### src/rtl/pipe_hazard_ctrl_if.sv
// Handshake bundle between the datapath and the hazard sequencer.
// master = datapath side, slave = pipe_hazard_ctrl.
interface pipe_hazard_ctrl_if;
    logic [4:0]  ID_rs1;
    logic [4:0]  ID_rs2;
    logic        ID_use_rs1;
    logic        ID_use_rs2;
    logic [4:0]  EX_rd;
    logic        EX_MemRead;
    logic        EX_redirect;
    logic        MEM_mem_req;
    logic        dm_ack;
    logic        pc_en;
    logic        IF_ID_en;
    logic        ID_EX_en;
    logic        EX_MEM_en;
    logic        MEM_WB_en;
    logic        IF_ID_clear;
    logic        ID_EX_clear;
    logic        EX_MEM_clear;
    logic        MEM_WB_clear;
    logic        dm_busy;
    logic        dm_timeout;
    logic [31:0] stall_cycles;

    modport master (
        output ID_rs1, ID_rs2,
        output ID_use_rs1, ID_use_rs2,
        output EX_rd, EX_MemRead,
        output EX_redirect,
        output MEM_mem_req, dm_ack,
        input  pc_en, IF_ID_en,
        input  ID_EX_en, EX_MEM_en,
        input  MEM_WB_en,
        input  IF_ID_clear, ID_EX_clear,
        input  EX_MEM_clear, MEM_WB_clear,
        input  dm_busy, dm_timeout,
        input  stall_cycles
    );

    modport slave (
        input  ID_rs1, ID_rs2,
        input  ID_use_rs1, ID_use_rs2,
        input  EX_rd, EX_MemRead,
        input  EX_redirect,
        input  MEM_mem_req, dm_ack,
        output pc_en, IF_ID_en,
        output ID_EX_en, EX_MEM_en,
        output MEM_WB_en,
        output IF_ID_clear, ID_EX_clear,
        output EX_MEM_clear, MEM_WB_clear,
        output dm_busy, dm_timeout,
        output stall_cycles
    );
endinterface

### src/rtl/pipe_hazard_ctrl.sv
// Stall/flush sequencer: load-use, EX redirects, data-memory wait + watchdog.
// Define STALL_CNT_EN to build the stall_cycles performance counter.
module pipe_hazard_ctrl #(
    parameter int unsigned TIMEOUT_CYC = 16,
    parameter int unsigned CNT_W       = 8
) (
    input  logic               clk,
    input  logic               rst,
    pipe_hazard_ctrl_if.slave  hz
);

    typedef enum logic [1:0] {
        ST_RUN  = 2'd0,
        ST_WAIT = 2'd1,
        ST_ERR  = 2'd2
    } state_e;

    localparam logic [CNT_W-1:0] TMO = CNT_W'(TIMEOUT_CYC);

    state_e           st_q, st_d;
    logic [CNT_W-1:0] cnt_q, cnt_d;
    logic             tmo_q, tmo_d;

    logic mem_stall;
    logic load_use;
    logic rs1_hit;
    logic rs2_hit;

    logic pc_en;
    logic if_id_en;
    logic id_ex_en;
    logic ex_mem_en;
    logic mem_wb_en;
    logic if_id_clr;
    logic id_ex_clr;
    logic mem_wb_clr;
    logic busy;

    assign mem_stall =
        ((st_q == ST_RUN) & hz.MEM_mem_req & ~hz.dm_ack) |
        ((st_q == ST_WAIT) & ~hz.dm_ack);

    assign rs1_hit = hz.ID_use_rs1 & (hz.ID_rs1 == hz.EX_rd);
    assign rs2_hit = hz.ID_use_rs2 & (hz.ID_rs2 == hz.EX_rd);

    assign load_use = hz.EX_MemRead &
                      (hz.EX_rd != 5'd0) &
                      (rs1_hit | rs2_hit);

    // Priority: error freeze, memory wait, redirect, load-use.
    always_comb begin
        pc_en      = 1'b1;
        if_id_en   = 1'b1;
        id_ex_en   = 1'b1;
        ex_mem_en  = 1'b1;
        mem_wb_en  = 1'b1;
        if_id_clr  = 1'b0;
        id_ex_clr  = 1'b0;
        mem_wb_clr = 1'b0;
        busy       = 1'b0;
        priority case (1'b1)
            (st_q == ST_ERR): begin
                pc_en     = 1'b0;
                if_id_en  = 1'b0;
                id_ex_en  = 1'b0;
                ex_mem_en = 1'b0;
                mem_wb_en = 1'b0;
            end
            mem_stall: begin
                pc_en      = 1'b0;
                if_id_en   = 1'b0;
                id_ex_en   = 1'b0;
                ex_mem_en  = 1'b0;
                mem_wb_clr = 1'b1;
                busy       = 1'b1;
            end
            hz.EX_redirect: begin
                if_id_clr = 1'b1;
                id_ex_clr = 1'b1;
            end
            load_use: begin
                pc_en     = 1'b0;
                if_id_en  = 1'b0;
                id_ex_clr = 1'b1;
            end
            default: begin
            end
        endcase
    end

    always_comb begin
        st_d  = st_q;
        cnt_d = cnt_q;
        tmo_d = tmo_q;
        unique case (st_q)
            ST_RUN: begin
                if (mem_stall) begin
                    st_d  = ST_WAIT;
                    cnt_d = CNT_W'(1);
                end
            end
            ST_WAIT: begin
                if (hz.dm_ack) begin
                    st_d  = ST_RUN;
                    cnt_d = '0;
                end else if (cnt_q == TMO) begin
                    st_d  = ST_ERR;
                    tmo_d = 1'b1;
                end else begin
                    cnt_d = cnt_q + CNT_W'(1);
                end
            end
            ST_ERR: begin
                st_d = ST_ERR;
            end
            default: begin
                st_d  = ST_RUN;
                cnt_d = '0;
            end
        endcase
    end

    always_ff @(posedge clk or posedge rst) begin
        if (rst) begin
            st_q  <= ST_RUN;
            cnt_q <= '0;
            tmo_q <= 1'b0;
        end else begin
            st_q  <= st_d;
            cnt_q <= cnt_d;
            tmo_q <= tmo_d;
        end
    end

`ifdef STALL_CNT_EN
    logic [31:0] stall_q, stall_d;

    always_comb begin
        stall_d = stall_q;
        if (!pc_en && (st_q != ST_ERR))
            stall_d = stall_q + 32'd1;
    end

    always_ff @(posedge clk or posedge rst) begin
        if (rst) stall_q <= '0;
        else     stall_q <= stall_d;
    end

    assign hz.stall_cycles = stall_q;
`else
    assign hz.stall_cycles = 32'd0;
`endif

    assign hz.pc_en        = pc_en;
    assign hz.IF_ID_en     = if_id_en;
    assign hz.ID_EX_en     = id_ex_en;
    assign hz.EX_MEM_en    = ex_mem_en;
    assign hz.MEM_WB_en    = mem_wb_en;
    assign hz.IF_ID_clear  = if_id_clr;
    assign hz.ID_EX_clear  = id_ex_clr;
    assign hz.EX_MEM_clear = 1'b0;
    assign hz.MEM_WB_clear = mem_wb_clr;
    assign hz.dm_busy      = busy;
    assign hz.dm_timeout   = tmo_q;

endmodule

### src/flat_wrapper.sv
// flat-port wrapper written by rule: the top's interface ports become plain ports
module pipe_hazard_ctrl_flat 
#(
    parameter int unsigned TIMEOUT_CYC = 16,
    parameter int unsigned CNT_W       = 8
)
  (clk, rst, hz_ID_rs1, hz_ID_rs2, hz_ID_use_rs1, hz_ID_use_rs2, hz_EX_rd, hz_EX_MemRead, hz_EX_redirect, hz_MEM_mem_req, hz_dm_ack, hz_pc_en, hz_IF_ID_en, hz_ID_EX_en, hz_EX_MEM_en, hz_MEM_WB_en, hz_IF_ID_clear, hz_ID_EX_clear, hz_EX_MEM_clear, hz_MEM_WB_clear, hz_dm_busy, hz_dm_timeout, hz_stall_cycles);
  pipe_hazard_ctrl_if hz_i ();
  input  logic clk;
  input  logic rst;
  input wire logic [$bits(hz_i.ID_rs1)-1:0] hz_ID_rs1;
  input wire logic [$bits(hz_i.ID_rs2)-1:0] hz_ID_rs2;
  input wire logic [$bits(hz_i.ID_use_rs1)-1:0] hz_ID_use_rs1;
  input wire logic [$bits(hz_i.ID_use_rs2)-1:0] hz_ID_use_rs2;
  input wire logic [$bits(hz_i.EX_rd)-1:0] hz_EX_rd;
  input wire logic [$bits(hz_i.EX_MemRead)-1:0] hz_EX_MemRead;
  input wire logic [$bits(hz_i.EX_redirect)-1:0] hz_EX_redirect;
  input wire logic [$bits(hz_i.MEM_mem_req)-1:0] hz_MEM_mem_req;
  input wire logic [$bits(hz_i.dm_ack)-1:0] hz_dm_ack;
  output wire logic [$bits(hz_i.pc_en)-1:0] hz_pc_en;
  output wire logic [$bits(hz_i.IF_ID_en)-1:0] hz_IF_ID_en;
  output wire logic [$bits(hz_i.ID_EX_en)-1:0] hz_ID_EX_en;
  output wire logic [$bits(hz_i.EX_MEM_en)-1:0] hz_EX_MEM_en;
  output wire logic [$bits(hz_i.MEM_WB_en)-1:0] hz_MEM_WB_en;
  output wire logic [$bits(hz_i.IF_ID_clear)-1:0] hz_IF_ID_clear;
  output wire logic [$bits(hz_i.ID_EX_clear)-1:0] hz_ID_EX_clear;
  output wire logic [$bits(hz_i.EX_MEM_clear)-1:0] hz_EX_MEM_clear;
  output wire logic [$bits(hz_i.MEM_WB_clear)-1:0] hz_MEM_WB_clear;
  output wire logic [$bits(hz_i.dm_busy)-1:0] hz_dm_busy;
  output wire logic [$bits(hz_i.dm_timeout)-1:0] hz_dm_timeout;
  output wire logic [$bits(hz_i.stall_cycles)-1:0] hz_stall_cycles;
  assign hz_i.ID_rs1 = hz_ID_rs1;
  assign hz_i.ID_rs2 = hz_ID_rs2;
  assign hz_i.ID_use_rs1 = hz_ID_use_rs1;
  assign hz_i.ID_use_rs2 = hz_ID_use_rs2;
  assign hz_i.EX_rd = hz_EX_rd;
  assign hz_i.EX_MemRead = hz_EX_MemRead;
  assign hz_i.EX_redirect = hz_EX_redirect;
  assign hz_i.MEM_mem_req = hz_MEM_mem_req;
  assign hz_i.dm_ack = hz_dm_ack;
  assign hz_pc_en = hz_i.pc_en;
  assign hz_IF_ID_en = hz_i.IF_ID_en;
  assign hz_ID_EX_en = hz_i.ID_EX_en;
  assign hz_EX_MEM_en = hz_i.EX_MEM_en;
  assign hz_MEM_WB_en = hz_i.MEM_WB_en;
  assign hz_IF_ID_clear = hz_i.IF_ID_clear;
  assign hz_ID_EX_clear = hz_i.ID_EX_clear;
  assign hz_EX_MEM_clear = hz_i.EX_MEM_clear;
  assign hz_MEM_WB_clear = hz_i.MEM_WB_clear;
  assign hz_dm_busy = hz_i.dm_busy;
  assign hz_dm_timeout = hz_i.dm_timeout;
  assign hz_stall_cycles = hz_i.stall_cycles;
  pipe_hazard_ctrl #(.TIMEOUT_CYC(TIMEOUT_CYC), .CNT_W(CNT_W)) u_core (.clk(clk), .rst(rst), .hz(hz_i));
endmodule
### config.mk
export PLATFORM = sky130hd
export DESIGN_NAME = pipe_hazard_ctrl_flat
export DESIGN_NICKNAME = d
export VERILOG_FILES = /design/src/rtl/pipe_hazard_ctrl_if.sv /design/src/rtl/pipe_hazard_ctrl.sv /design/src/flat_wrapper.sv
export SDC_FILE = /design/constraint.sdc
export NUM_CORES = 1
export LEC_CHECK = 0
export ABC_AREA = 1
export ABC_CLOCK_PERIOD_IN_PS = 1300
export CAP_MARGIN = 0
export CORE_UTILIZATION = 39
export DETAILED_ROUTE_END_ITERATION = 7
export GPL_ROUTABILITY_DRIVEN = 0
export PLACE_DENSITY_LB_ADDON = 0.1
export SKIP_CTS_REPAIR_TIMING = 1
export SYNTH_ARGS = -nofsm -noshare
export SYNTH_HDL_FRONTEND = slang
export SYNTH_SLANG_ARGS = --single-unit
### constraint.sdc
create_clock -name clk -period 1.3 [get_ports clk]
set_input_delay 0.13 -clock clk [delete_from_list [all_inputs] [get_ports clk]]
set_output_delay 0.13 -clock clk [all_outputs]
set_load 0.01 [all_outputs]
# After elaboration in Yosys (flattened, before gate mapping)
# Cells that the tools add are included.
# classes
add_sub_neg	1
bitwise_logic	11
n_eq_ne	8
n_mux	24
n_reduce_logical	5
# ops
operator	n
2-to-1 mux 8 bit	3
one-hot mux 8 bit (3 select lines)	1
2-to-1 mux 1 bit	16
== test 5 bit	2
adder 8 x 1 -> 8 bit, second input constant	1
== test 8 x 5 -> 1 bit, second input constant	1
AND 1 bit	7
2-to-1 mux 2 bit	3
!= test 3 bit, second input constant	2
one-hot mux 2 bit (3 select lines)	1
AND reduction 3 bit	2
nonzero test 5 bit	1
== test 2 x 1 -> 1 bit, second input constant	1
== test 2 bit, second input constant	1
zero test 2 bit	1
!= test 2 x 1 -> 1 bit, second input constant	1
NOT 1 bit	2
OR 1 bit	2
AND reduction 2 bit	1
# totals
inputBits	23
wordCells	52
register_bits	11
output_inout_bits	43

# Longest topological paths before layout
# Gate-level depths: netlist of the first run.
# logic_depth
word_depth	8
ltp_mapped	10

# Least setup slack after synthesis of the first run
# OpenSTA, ideal clock, no wires.
# synth_path
path_type	register to output
startpoint	register u_core.st_q[1]
endpoint	output hz_pc_en
t_required_ns	1.170
arrival_ns	1.360
slack_ns	-0.190
path_stages_with_launch	8
n_path_buf	1
cell_sequence	dfrtp_1 -> inv_2 -> nand2_2 -> o21ai_1 -> nor2_2 -> nand2_1 -> nand2_1 -> buf_4
# synth_between
elab_chain_cells	6
elab_cells_between_ends	9
# synth_lines
item	line_no	source
from (decl)	pipe_hazard_ctrl.sv:20	state_e st_q, st_d;
from (signal assigned)	pipe_hazard_ctrl.sv:129	st_q <= st_d;
zero test 2 bit	pipe_hazard_ctrl.sv:40	((st_q == ST_RUN) & hz.MEM_mem_req & ~hz.dm_ack) |
AND 1 bit (2 in series)	pipe_hazard_ctrl.sv:40	
OR 1 bit	pipe_hazard_ctrl.sv:40	
2-to-1 mux 1 bit	n/a	
2-to-1 mux 1 bit (*)	n/a	
to (decl)	flat_wrapper.sv:20	output wire logic [$bits(hz_i.pc_en)-1:0] hz_pc_en;
# Mark *: on every way between the ends. The rest lies on a longest branch, timed or not.

# Worst setup path after layout of the first run
# layout_path
startpoint	register u_core.st_q[0]
endpoint	output hz_IF_ID_en
# layout_between
elab_chain_cells	6
elab_cells_between_ends	9
# layout_lines
item	line_no	source
zero test 2 bit	pipe_hazard_ctrl.sv:40	
AND 1 bit (2 in series)	pipe_hazard_ctrl.sv:40	
OR 1 bit	pipe_hazard_ctrl.sv:40	
2-to-1 mux 1 bit	pipe_hazard_ctrl.sv:61	priority case (1'b1)
2-to-1 mux 1 bit (*)	pipe_hazard_ctrl.sv:61	
to (decl)	flat_wrapper.sv:21	output wire logic [$bits(hz_i.IF_ID_en)-1:0] hz_IF_ID_en;
# Marks and branches as above.

==> results.py, run 1 <==
metrics = {
    "pwr": {
        "power_switching_uw": 231,
        "ir_worst_vdd_mv": 0.169,
        "pwr_density_cell_mw_per_mm2": 469,
        "power_leakage_nw": 0.956,
        "p_seq_share_pct": 44.2,
        "clkPwrFrac_pct": 31.5,
        "pwr-share-comb_pct": 24.3,
        "swShare_pct": 29.9,
        "internal_power_uw": 542,
    },
    "yosys": {
        "yosys-top-cells-area": "dfrtp_1 23%, buf_4 23%, nand2_1 17%, inv_1 6.9%, nand3_1 4.6%",
        "yosys.area.top_type": "dfrtp_1",
        "ys_types": 24,
        "yosysWarnings": 0,
        "yosysTopAreaCellShare_pct": 23.2,
        "postSynthCellCount": 186,
        "synth.cell_area_mm2": 0.00119,
        "ys_seq_elements": 11,
        "ys_seq_area_share_pct": 23.2,
        "synth_area_per_cell_um2": 6.39,
    },
    "detailed_routing": {
        "routed_wl_um": 2780,
        "wl_per_cell_um": 10.3,
        "drt_pass1_iterations": 6,
        "drt_iter0_drc": 35,
        "vias": 1207,
        "vias_per_cell": 4.49,
        "antenna_left": 0,
        "remaining_drc_errors": 4,
    },
    "worst_setup_path": {
        "worstPathCellList": "nor2_2, nand3_2, o21ai_4, nor2_4, nand2_2, nand2_2, buf_2",
        "critPathBufInv": 1,
        "cp_data_arrival_time_ns": 1.43,
        "cp_max_fo": 5,
        "critical_path_class": "reg -> out",
        "crit_family": "simple AND/OR/NAND/NOR gates",
        "critPathCaptureType": "output port",
        "critPathLaunchType": "flip-flop",
        "cp.required_ns": 1.17,
        "critPathMostFrequentCell": "nand2_2",
        "max_stage_delay_ns": 0.42,
        "cpMaxStageDelayCell": "dfrtp_1",
    },
    "final_layout": {
        "final_common_cell": "nand2_1",
        "area_growth_pct": 38.7,
        "drive_above_1_share_pct": 28.6,
        "final_cell_mix": "43 x nand2_1, 33 x conb_1, 22 x clkdlybuf4s50_1, 21 x inv_1, 16 x buf_4",
        "fin_nets": 264,
        "stdcell_count": 269,
        "num_antenna_cells": 0,
        "fillers": 281,
    },
    "clocking": {
        "cts.sinks": 11,
        "root_buffer": "clkbuf_4",
        "clockBufferDepth": 2,
        "numCtsBuffers": 3,
        "cts_max_level": 1,
        "clk_latency_ns": 0.27,
        "path_clk_slew_ns": 0.08,
        "tritoncts": "yes",
    },
    "placed_design": {
        "place_hpwl_um": 2070,
        "pre_cts_ws_ns": -0.603,
        "numPortBuffers": 32,
        "dp_cells": 257,
    },
    "sta": {
        "rsz0062_at_grt": "true",
        "drv_slew": 0,
        "setup_slack_ns": -0.261,
        "hold_viol_final": 0,
        "finClkSkew_ns": 0.00154,
        "fmax_mhz": 641,
        "period_minus_slack_ns": 1.56,
        "fin_crit_sh_pct": 120,
        "finalSetupViolations": 19,
    },
    "global_route": {
        "antenna_found_initial": 0,
        "grt_use_total_pct": 15.8,
        "grt_max_degree": 12,
        "grt_pass1_vias": 977,
        "grt_pass1_wl_um": 4000,
        "grt_overflow_total": 0,
    },
    "floorplanning": {
        "core_mm2": 0.00283,
        "die_x_um": 57.2,
        "die_h_um": 57.2,
        "rows": 19,
        "die_area_mm2": 0.00327,
        "pin_count": 66,
        "initial_core_util_pct": 42.0,
    },
    "status": {
        "status": "complete, but fails checks",
        "violations": "design-rule violations, negative setup slack",
    },
    "job": {
        "drv_cap": 0,
    },
    "worst_hold_path": {
        "hold_class": "in -> async",
    },
}
stage by stage:
stage                     setup TNS, ns  area, um^2  hold WS, ns  power, mW  util (%)
after floorplan               -0.000741        1340      -0.0176      0.514         -
after global placement            -5.65        1510        0.449      0.530      53.4
after detailed placement          -5.79        1510        0.453      0.533      53.4
after CTS                         -6.01        1540        0.161      0.776      54.3
after global routing              -5.06        1650        0.191      0.823      58.3
final                             -3.50        1650        0.155      0.773      58.3
synthesized netlist by cell type (all sizes together):
| master | instances |
|---|---|
| nand3 | 11 |
| ha | 2 |
| inv | 29 |
| o21ai | 10 |
| nand4 | 6 |
| dfrtp | 11 |
| a31o | 1 |
| buf | 37 |
| conb | 1 |
| o21bai | 1 |
| nand2 | 57 |
| a21o | 1 |
| nor2 | 16 |
| or2 | 1 |
| nor3 | 1 |
| a21oi | 1 |
final timing paths:
kind	to	slack (ns)	cells past startpoint	startpoint
max	hz_IF_ID_en	-0.26	7	u_core.st_q[0]$_DFFE_PP0P_
min	u_core.cnt_q[2]$_DFFE_PP0P_	0.15	2	rst
max reg2reg	u_core.cnt_q[4]$_DFFE_PP0P_	-0.21	9	u_core.st_q[1]$_DFFE_PP0P_
min reg2reg	u_core.hz.dm_timeout$_DFFE_PP0P_	0.46	2	u_core.hz.dm_timeout$_DFFE_PP0P_
max in group asynchronous	u_core.st_q[0]$_DFFE_PP0P_	0.84	2	rst
min in group clk	u_core.hz.dm_timeout$_DFFE_PP0P_	0.46	2	u_core.hz.dm_timeout$_DFFE_PP0P_
layer usage:
layer	global-route usage, %	part of all wire (%)	vias up
met1	16.5	38	539
met2	29.7	55	56
met4	8.01	1.5	0
li1	-	-	608
met5	0	0	-
met3	3.17	5.5	4
registers in the layout, summed over array words and instances, names as in the netlist:
signal,flops
u_core.cnt_q,8
u_core.st_q,2
u_core.hz.dm_timeout,1
power groups by stage:
stage	logic [mW]	clock network, mW	registers (mW)
after floorplan	0.166	0	0.349
after global placement	0.181	0	0.349
after detailed placement	0.184	0	0.349
after CTS	0.185	0.250	0.342
after global routing	0.208	0.272	0.342
final	0.188	0.244	0.342
final cells by class:
type                    instances  area (um^2)  area share (%)
clock buffers                   4         26.3            1.59
well taps                      31         38.8            2.35
flip-flops and latches         11          275            16.7
multi-input cells             142          743            45.1
repair buffers                 52          457            27.7
inverters                      29          109            6.60
cell families after synthesis:
family                     synth area share, %
adders and majority gates                 2.10
other                                    0.315
and+or+nand+nor                           34.0
DFF                                       23.2
buffers and inverters                     32.8
AOI/OAI and AO/OA                         7.58
No activity file was read; power rests on OpenSTA's default activity.
==> run 2, diff against run 1 <==
--- a/config.mk
+++ b/config.mk
@@ -12,7 +12,9 @@
 export DETAILED_ROUTE_END_ITERATION = 7
 export GPL_ROUTABILITY_DRIVEN = 0
 export PLACE_DENSITY_LB_ADDON = 0.1
+export REMOVE_ABC_BUFFERS = 1
 export SKIP_CTS_REPAIR_TIMING = 1
+export SLEW_MARGIN = 20
 export SYNTH_ARGS = -nofsm -noshare
 export SYNTH_HDL_FRONTEND = slang
 export SYNTH_SLANG_ARGS = --single-unit
==> run 2 against run 1 <==
Compared with the run above:
- the flow still finishes with violations (design-rule violations, negative setup slack)
- setup slack got worse by 0.032 ns
- sequential cell count did not move
- largest cell class unchanged
- register-to-register slack improved by 0.14 ns
- clock skew rose by 0.0019 ns
- sequential power barely moved
- utilization fell by 1.3 points
- clock power barely moved
- critical endpoint unchanged
- final area fell by 2.3%
- non-clock buffer count fell by 4
- cell count fell by 1.5%
- critical path type unchanged
==> results.py, run 2 (same netlist as run 1, synthesis figures left out) <==
metrics = {
    "final_layout": {
        "final_cell_mix": "52 x nand2_1, 33 x conb_1, 21 x inv_1, 20 x clkdlybuf4s50_1",
        "area_growth_pct": 35.6,
        "final_area_mm2": 0.00161,
        "fillers": 275,
        "regMostFlops": "u_core.cnt_q",
        "drive_above_1_share_pct": 23.1,
        "num_antenna_cells": 0,
        "stdcell_count": 265,
        "fin_nets": 260,
        "final_common_cell": "nand2_1",
        "largest_reg_flops": 8,
    },
    "pwr": {
        "total_power_uw": 771,
        "internal_power_uw": 541,
        "ir_worst_vdd_mv": 0.346,
        "p_seq_share_pct": 44.3,
        "power_switching_uw": 231,
        "swShare_pct": 29.9,
        "pwr-share-comb_pct": 24.0,
        "clkPwrFrac_pct": 31.7,
        "power_leakage_nw": 0.935,
        "pwr_density_cell_mw_per_mm2": 479,
    },
    "global_route": {
        "grt_util_met1_pct": 18.9,
        "use_met2_pct": 27.1,
        "grt-busiest-layer": "met2",
        "grt_pass1_vias": 975,
        "antenna_found_initial": 0,
        "grt_max_degree": 12,
        "grt_use_total_pct": 15.5,
        "grt_pass1_wl_um": 4020,
        "gr-usage-met3_pct": 4.08,
        "grt_overflow_total": 0,
    },
    "worst_setup_path": {
        "crit_start": "u_core.st_q[1]$_DFFE_PP0P_",
        "cp_data_arrival_time_ns": 1.46,
        "critPathCaptureType": "output port",
        "cpMaxStageDelayCell": "dfrtp_1",
        "cp.required_ns": 1.17,
        "r2r_slack_ns": -0.07,
        "r2r_start": "u_core.st_q[1]$_DFFE_PP0P_",
        "critical_path_class": "reg -> out",
        "critPathLaunchType": "flip-flop",
        "cp_max_fo": 4,
        "max_stage_delay_ns": 0.41,
        "worstPathCellList": "nor2_2, nand3_2, o21ai_4, nor2_4, buf_6, nand2_2, nand2_2, buf_6",
    },
    "sta": {
        "finalSetupViolations": 19,
        "fin_crit_sh_pct": 123,
        "period_minus_slack_ns": 1.59,
        "drv_slew": 0,
        "finClkSkew_ns": 0.00349,
        "setup_slack_ns": -0.294,
        "hold-worst-slack_ns": 0.153,
        "hold_viol_final": 0,
        "fmax_mhz": 628,
        "rsz0062_at_grt": "true",
    },
    "detailed_routing": {
        "vias_per_cell": 4.35,
        "wl_per_cell_um": 9.42,
        "drt_pass1_iterations": 7,
        "remaining_drc_errors": 4,
        "antenna_left": 0,
        "vias": 1154,
        "routed_wl_um": 2500,
        "drt_iter0_drc": 41,
    },
    "placed_design": {
        "numPortBuffers": 32,
        "place_hpwl_um": 1980,
        "dpl_cell_area_mm2": 0.00148,
        "dp_cells": 256,
    },
    "floorplanning": {
        "die_area_mm2": 0.00327,
        "pin_count": 66,
        "die_x_um": 57.2,
        "initial_core_util_pct": 42.0,
        "core_mm2": 0.00283,
        "rows": 19,
        "die_h_um": 57.2,
    },
    "job": {
        "drv_cap": 0,
    },
    "clocking": {
        "clockBufferDepth": 2,
        "clk_latency_ns": 0.27,
        "root_buffer": "clkbuf_4",
        "cts.sinks": 11,
        "cts_max_level": 1,
        "numCtsBuffers": 3,
        "path_clk_slew_ns": 0.08,
        "tritoncts": "yes",
    },
    "status": {
        "violations": "design-rule violations, negative setup slack",
        "status": "complete, but fails checks",
    },
    "worst_hold_path": {
        "hold_class": "in -> async",
    },
}
## run 2: cell count changes in the layout (fill, tap and decap cells not counted), sizes merged
cell and change:
dlymetal6s2s +2, buf -3, clkbuf -1, clkdlybuf4s50 -2
## run 2: metal layers
metal  vias to the layer above  share of wire, %
li1                        604                 -
met1                       485                41
met2                        63                48
met3                         2               9.6
met4                         0              0.84
met5                         -                 0
## run 2: final cells by class
type                    instances  area [um^2]  area share [%]
flip-flops and latches         11          275            17.1
well taps                      31         38.8            2.41
multi-input cells             142          712            44.2
inverters                      29          109            6.75
clock buffers                   4         26.3            1.63
repair buffers                 48          450            28.0
## run 2: metrics by stage
| stage | setup TNS [ns] | utilization, % | worst slack (ns) |
|---|---|---|---|
| after floorplan | -0.768 | - | -0.223 |
| after global placement | -5.79 | 52.2 | -0.598 |
| after detailed placement | -6.35 | 52.2 | -0.666 |
| after CTS | -6.02 | 53.1 | -0.711 |
| after global routing | -3.96 | 57.0 | -0.391 |
| final | -2.33 | 57.0 | -0.294 |
## run 2: worst max-delay path: cells and delay by family, from the launching register on
family	cells	cell delay, ns
buf+inv	2	0.24
flops	1	0.41
simple gates	5	0.46
compound gates	1	0.09
## run 2: path summary, 6_finish.rpt
path,end,cells past startpoint
worst max-delay path,hz_IF_ID_en,8
worst min register to register,u_core.hz.dm_timeout$_DFFE_PP0P_,2
max in group asynchronous,u_core.cnt_q[3]$_DFFE_PP0P_,2
worst min-delay path,u_core.hz.dm_timeout$_DFFE_PP0P_,2
worst max register to register,u_core.cnt_q[5]$_DFFE_PP0P_,8
min in group clk,u_core.hz.dm_timeout$_DFFE_PP0P_,2
## run 2: power groups by stage
stage | clock network [mW] | registers [mW] | logic (mW)
floorplan | 0 | 0.349 | 0.0919
global placement | 0 | 0.349 | 0.181
detailed placement | 0 | 0.349 | 0.183
CTS | 0.248 | 0.342 | 0.183
global route | 0.266 | 0.342 | 0.209
finish | 0.244 | 0.342 | 0.185
==> run 3, diff against run 2 <==
--- a/config.mk
+++ b/config.mk
@@ -5,10 +5,9 @@
 export SDC_FILE = /design/constraint.sdc
 export NUM_CORES = 1
 export LEC_CHECK = 0
-export ABC_AREA = 1
 export ABC_CLOCK_PERIOD_IN_PS = 1300
-export CAP_MARGIN = 0
-export CORE_UTILIZATION = 39
+export CAP_MARGIN = 15
+export CORE_UTILIZATION = 37
 export DETAILED_ROUTE_END_ITERATION = 7
 export GPL_ROUTABILITY_DRIVEN = 0
 export PLACE_DENSITY_LB_ADDON = 0.1
==> run 3 against run 2 <==
Compared with the run above:
- the flow finishes with violations (negative setup slack)
- total power up 37%
- critical endpoint is now hz_ID_EX_clear
- worst hold slack got worse by 0.00052 ns
- critical path type unchanged
- critical path depth is 3 lower
- highest routed layer unchanged
- register-to-register slack worse by 0.24 ns
- wire length grew 1.8%
==> results.py, run 3 <==
metrics = {
    "worst_setup_path": {
        "critPathLaunchType": "flip-flop",
        "max_stage_delay_ns": 0.40,
        "critPathBufInv": 1,
        "cp.required_ns": 1.17,
        "cpMaxStageDelayCell": "dfrtp_1",
        "r2r_start": "u_core.st_q[0]$_DFFE_PP0P_",
        "critical_path_class": "reg -> out",
        "crit_family": "compound AO/OA/AOI/OAI gates",
        "cp_max_fo": 4,
        "rr_worst_depth": 5,
        "critPathCaptureType": "output port",
        "r2r-end": "u_core.cnt_q[3]$_DFFE_PP0P_",
        "r2r_slack_ns": -0.31,
        "cp_data_arrival_time_ns": 1.49,
        "worstPathCellList": "nor2_1, o31a_2, and2_4, o21bai_1, buf_2",
    },
    "placed_design": {
        "dpl_cell_area_mm2": 0.00146,
        "dp_cells": 209,
        "place_hpwl_um": 1920,
        "numPortBuffers": 32,
    },
    "yosys": {
        "yosys-top-cells-area": "dfrtp_1 26%, buf_4 25%, xor2_1 8.3%, nor2_1 2.8%, inv_1 2.5%",
        "synthArstFlopShare_pct": 100,
        "yosysTopAreaCellShare_pct": 25.9,
        "synth-simple-area-share_pct": 17.8,
        "synthMuxAreaShare_pct": 3.30,
        "postSynthCellCount": 125,
        "synth_top_family_by_area": "buffers and inverters",
        "ys.flop_type": "dfrtp_1",
        "ys_seq_area_share_pct": 25.9,
        "synth_compound_area_share_pct": 11.9,
        "yosys.area.top_type": "dfrtp_1",
        "synth_area_per_cell_um2": 8.49,
        "synth_xor_area_share_pct": 9.91,
        "synth_edf_count": 0,
        "synth.cell_area_mm2": 0.00106,
        "synthTopCellsByCount": "36 x buf_4, 11 x dfrtp_1, 10 x xor2_1, 8 x nor2_1, 7 x inv_1",
        "ys_types": 38,
        "synth.most_common_cell": "buf_4",
        "synth_adder_area_share_pct": 2.36,
        "ys_seq_elements": 11,
        "yosysWarnings": 0,
    },
    "final_layout": {
        "num_antenna_cells": 0,
        "final_cell_mix": "33 x conb_1, 26 x buf_4, 12 x dlymetal6s2s_1, 10 x xor2_1, 10 x dfrtp_1",
        "fin_nets": 212,
        "final_area_mm2": 0.00162,
        "largest_reg_flops": 8,
        "fillers": 253,
        "regMostFlops": "u_core.cnt_q",
        "stdcell_count": 217,
        "drive_above_1_share_pct": 34.4,
        "final_common_cell": "conb_1",
        "area_growth_pct": 52.9,
    },
    "pwr": {
        "ir_worst_vdd_mv": 0.693,
        "clkPwrFrac_pct": 22.8,
        "swShare_pct": 33.3,
        "p_seq_share_pct": 34.8,
        "pwr-share-comb_pct": 42.4,
        "pwr_density_cell_mw_per_mm2": 653,
        "power_switching_uw": 352,
        "internal_power_uw": 707,
        "power_leakage_nw": 0.900,
    },
    "floorplanning": {
        "rows": 19,
        "initial_core_util_pct": 38.8,
        "core_mm2": 0.00273,
        "pin_count": 66,
        "die_area_mm2": 0.00309,
        "die_h_um": 55.6,
        "die_x_um": 55.6,
    },
    "sta": {
        "rsz0062_at_grt": "true",
        "finalSetupViolations": 18,
        "fin_crit_sh_pct": 125,
        "period_minus_slack_ns": 1.62,
        "drv_slew": 0,
        "setup_slack_ns": -0.325,
        "setup_tns_ns": -3.39,
        "hold-worst-slack_ns": 0.153,
        "fmax_mhz": 616,
        "finClkSkew_ns": 0.00422,
        "hold_viol_final": 0,
    },
    "clocking": {
        "cts.sinks": 11,
        "path_clk_slew_ns": 0.08,
        "clk_latency_ns": 0.27,
        "clockBufferDepth": 2,
        "numCtsBuffers": 3,
        "tritoncts": "yes",
        "root_buffer": "clkbuf_4",
        "cts_max_level": 1,
    },
    "global_route": {
        "antenna_found_initial": 0,
        "grt_pass1_vias": 862,
        "grt_max_degree": 12,
        "grt_use_total_pct": 15.4,
        "grt_overflow_total": 0,
        "grt_pass1_wl_um": 3750,
    },
    "detailed_routing": {
        "remaining_drc_errors": 0,
        "drt_pass1_iterations": 4,
        "drt_iter0_drc": 21,
        "vias": 981,
        "antenna_left": 0,
        "vias_per_cell": 4.52,
        "routed_wl_um": 2540,
        "wl_per_cell_um": 11.7,
    },
    "status": {
        "status": "complete, but fails checks",
        "violations": "negative setup slack",
    },
    "job": {
        "drv_cap": 0,
    },
    "worst_hold_path": {
        "hold_class": "in -> async",
    },
}
==> run 3: kinds of logic (layout without fill, tap and decap cells) <==
kind of cell / Yosys count / in the layout
muxes: 3 / 3
DFF: 11 / 11
buffers and inverters: 44 / 73
adders and majority gates: 2 / 2
xor gates and xnor gates: 12 / 12
and+or+nand+nor: 35 / 35
other: 1 / 33
AOI/OAI and AO/OA: 17 / 17
==> run 3: worst max path at each step <==
stage / startpoint / endpoint / slack [ns] / depth (start not counted)
floorplan: u_core.cnt_q[0]$_DFFE_PP0P_ / u_core.cnt_q[3]$_DFFE_PP0P_ / -0.33 / 6
global placement: hz_EX_rd[1] / hz_IF_ID_en / -0.88 / 5
detailed placement: hz_EX_rd[1] / hz_IF_ID_en / -0.91 / 5
CTS: hz_EX_rd[1] / hz_IF_ID_en / -0.92 / 5
global route: u_core.st_q[0]$_DFFE_PP0P_ / hz_ID_EX_clear / -0.39 / 5
finish: u_core.st_q[0]$_DFFE_PP0P_ / hz_ID_EX_clear / -0.32 / 5
==> run 3: area by class of cell <==
type | instances | area (um^2) | share of cell area (%)
multi-input cells | 102 | 694 | 42.8
clock buffers | 4 | 26.3 | 1.62
flip-flops and latches | 11 | 277 | 17.0
repair buffers | 62 | 561 | 34.5
well taps | 31 | 38.8 | 2.39
inverters | 7 | 26.3 | 1.62
==> run 3: routing by layer <==
metal	up-vias	GRT usage (%)	wire length [um]
li1	484	-	-
met1	440	17.7	957
met2	53	28.1	1350
met3	4	4.45	198
met4	0	3.21	40
met5	-	0	0
==> run 3: through the flow <==
step / power, mW / utilization [%] / setup WS [ns]
floorplan: 0.563 / - / -0.327
global placement: 0.776 / 53.4 / -0.875
detailed placement: 0.779 / 53.4 / -0.913
CTS: 1.02 / 54.4 / -0.919
global route: 1.12 / 59.4 / -0.390
finish: 1.06 / 59.4 / -0.325
==> run 3: power by group through the flow <==
stage,clock network [mW],registers (mW),logic (mW)
CTS,0.248,0.369,0.404
finish,0.241,0.369,0.449
detailed placement,0,0.376,0.402
global route,0.260,0.372,0.488
floorplan,0,0.388,0.175
global placement,0,0.375,0.400
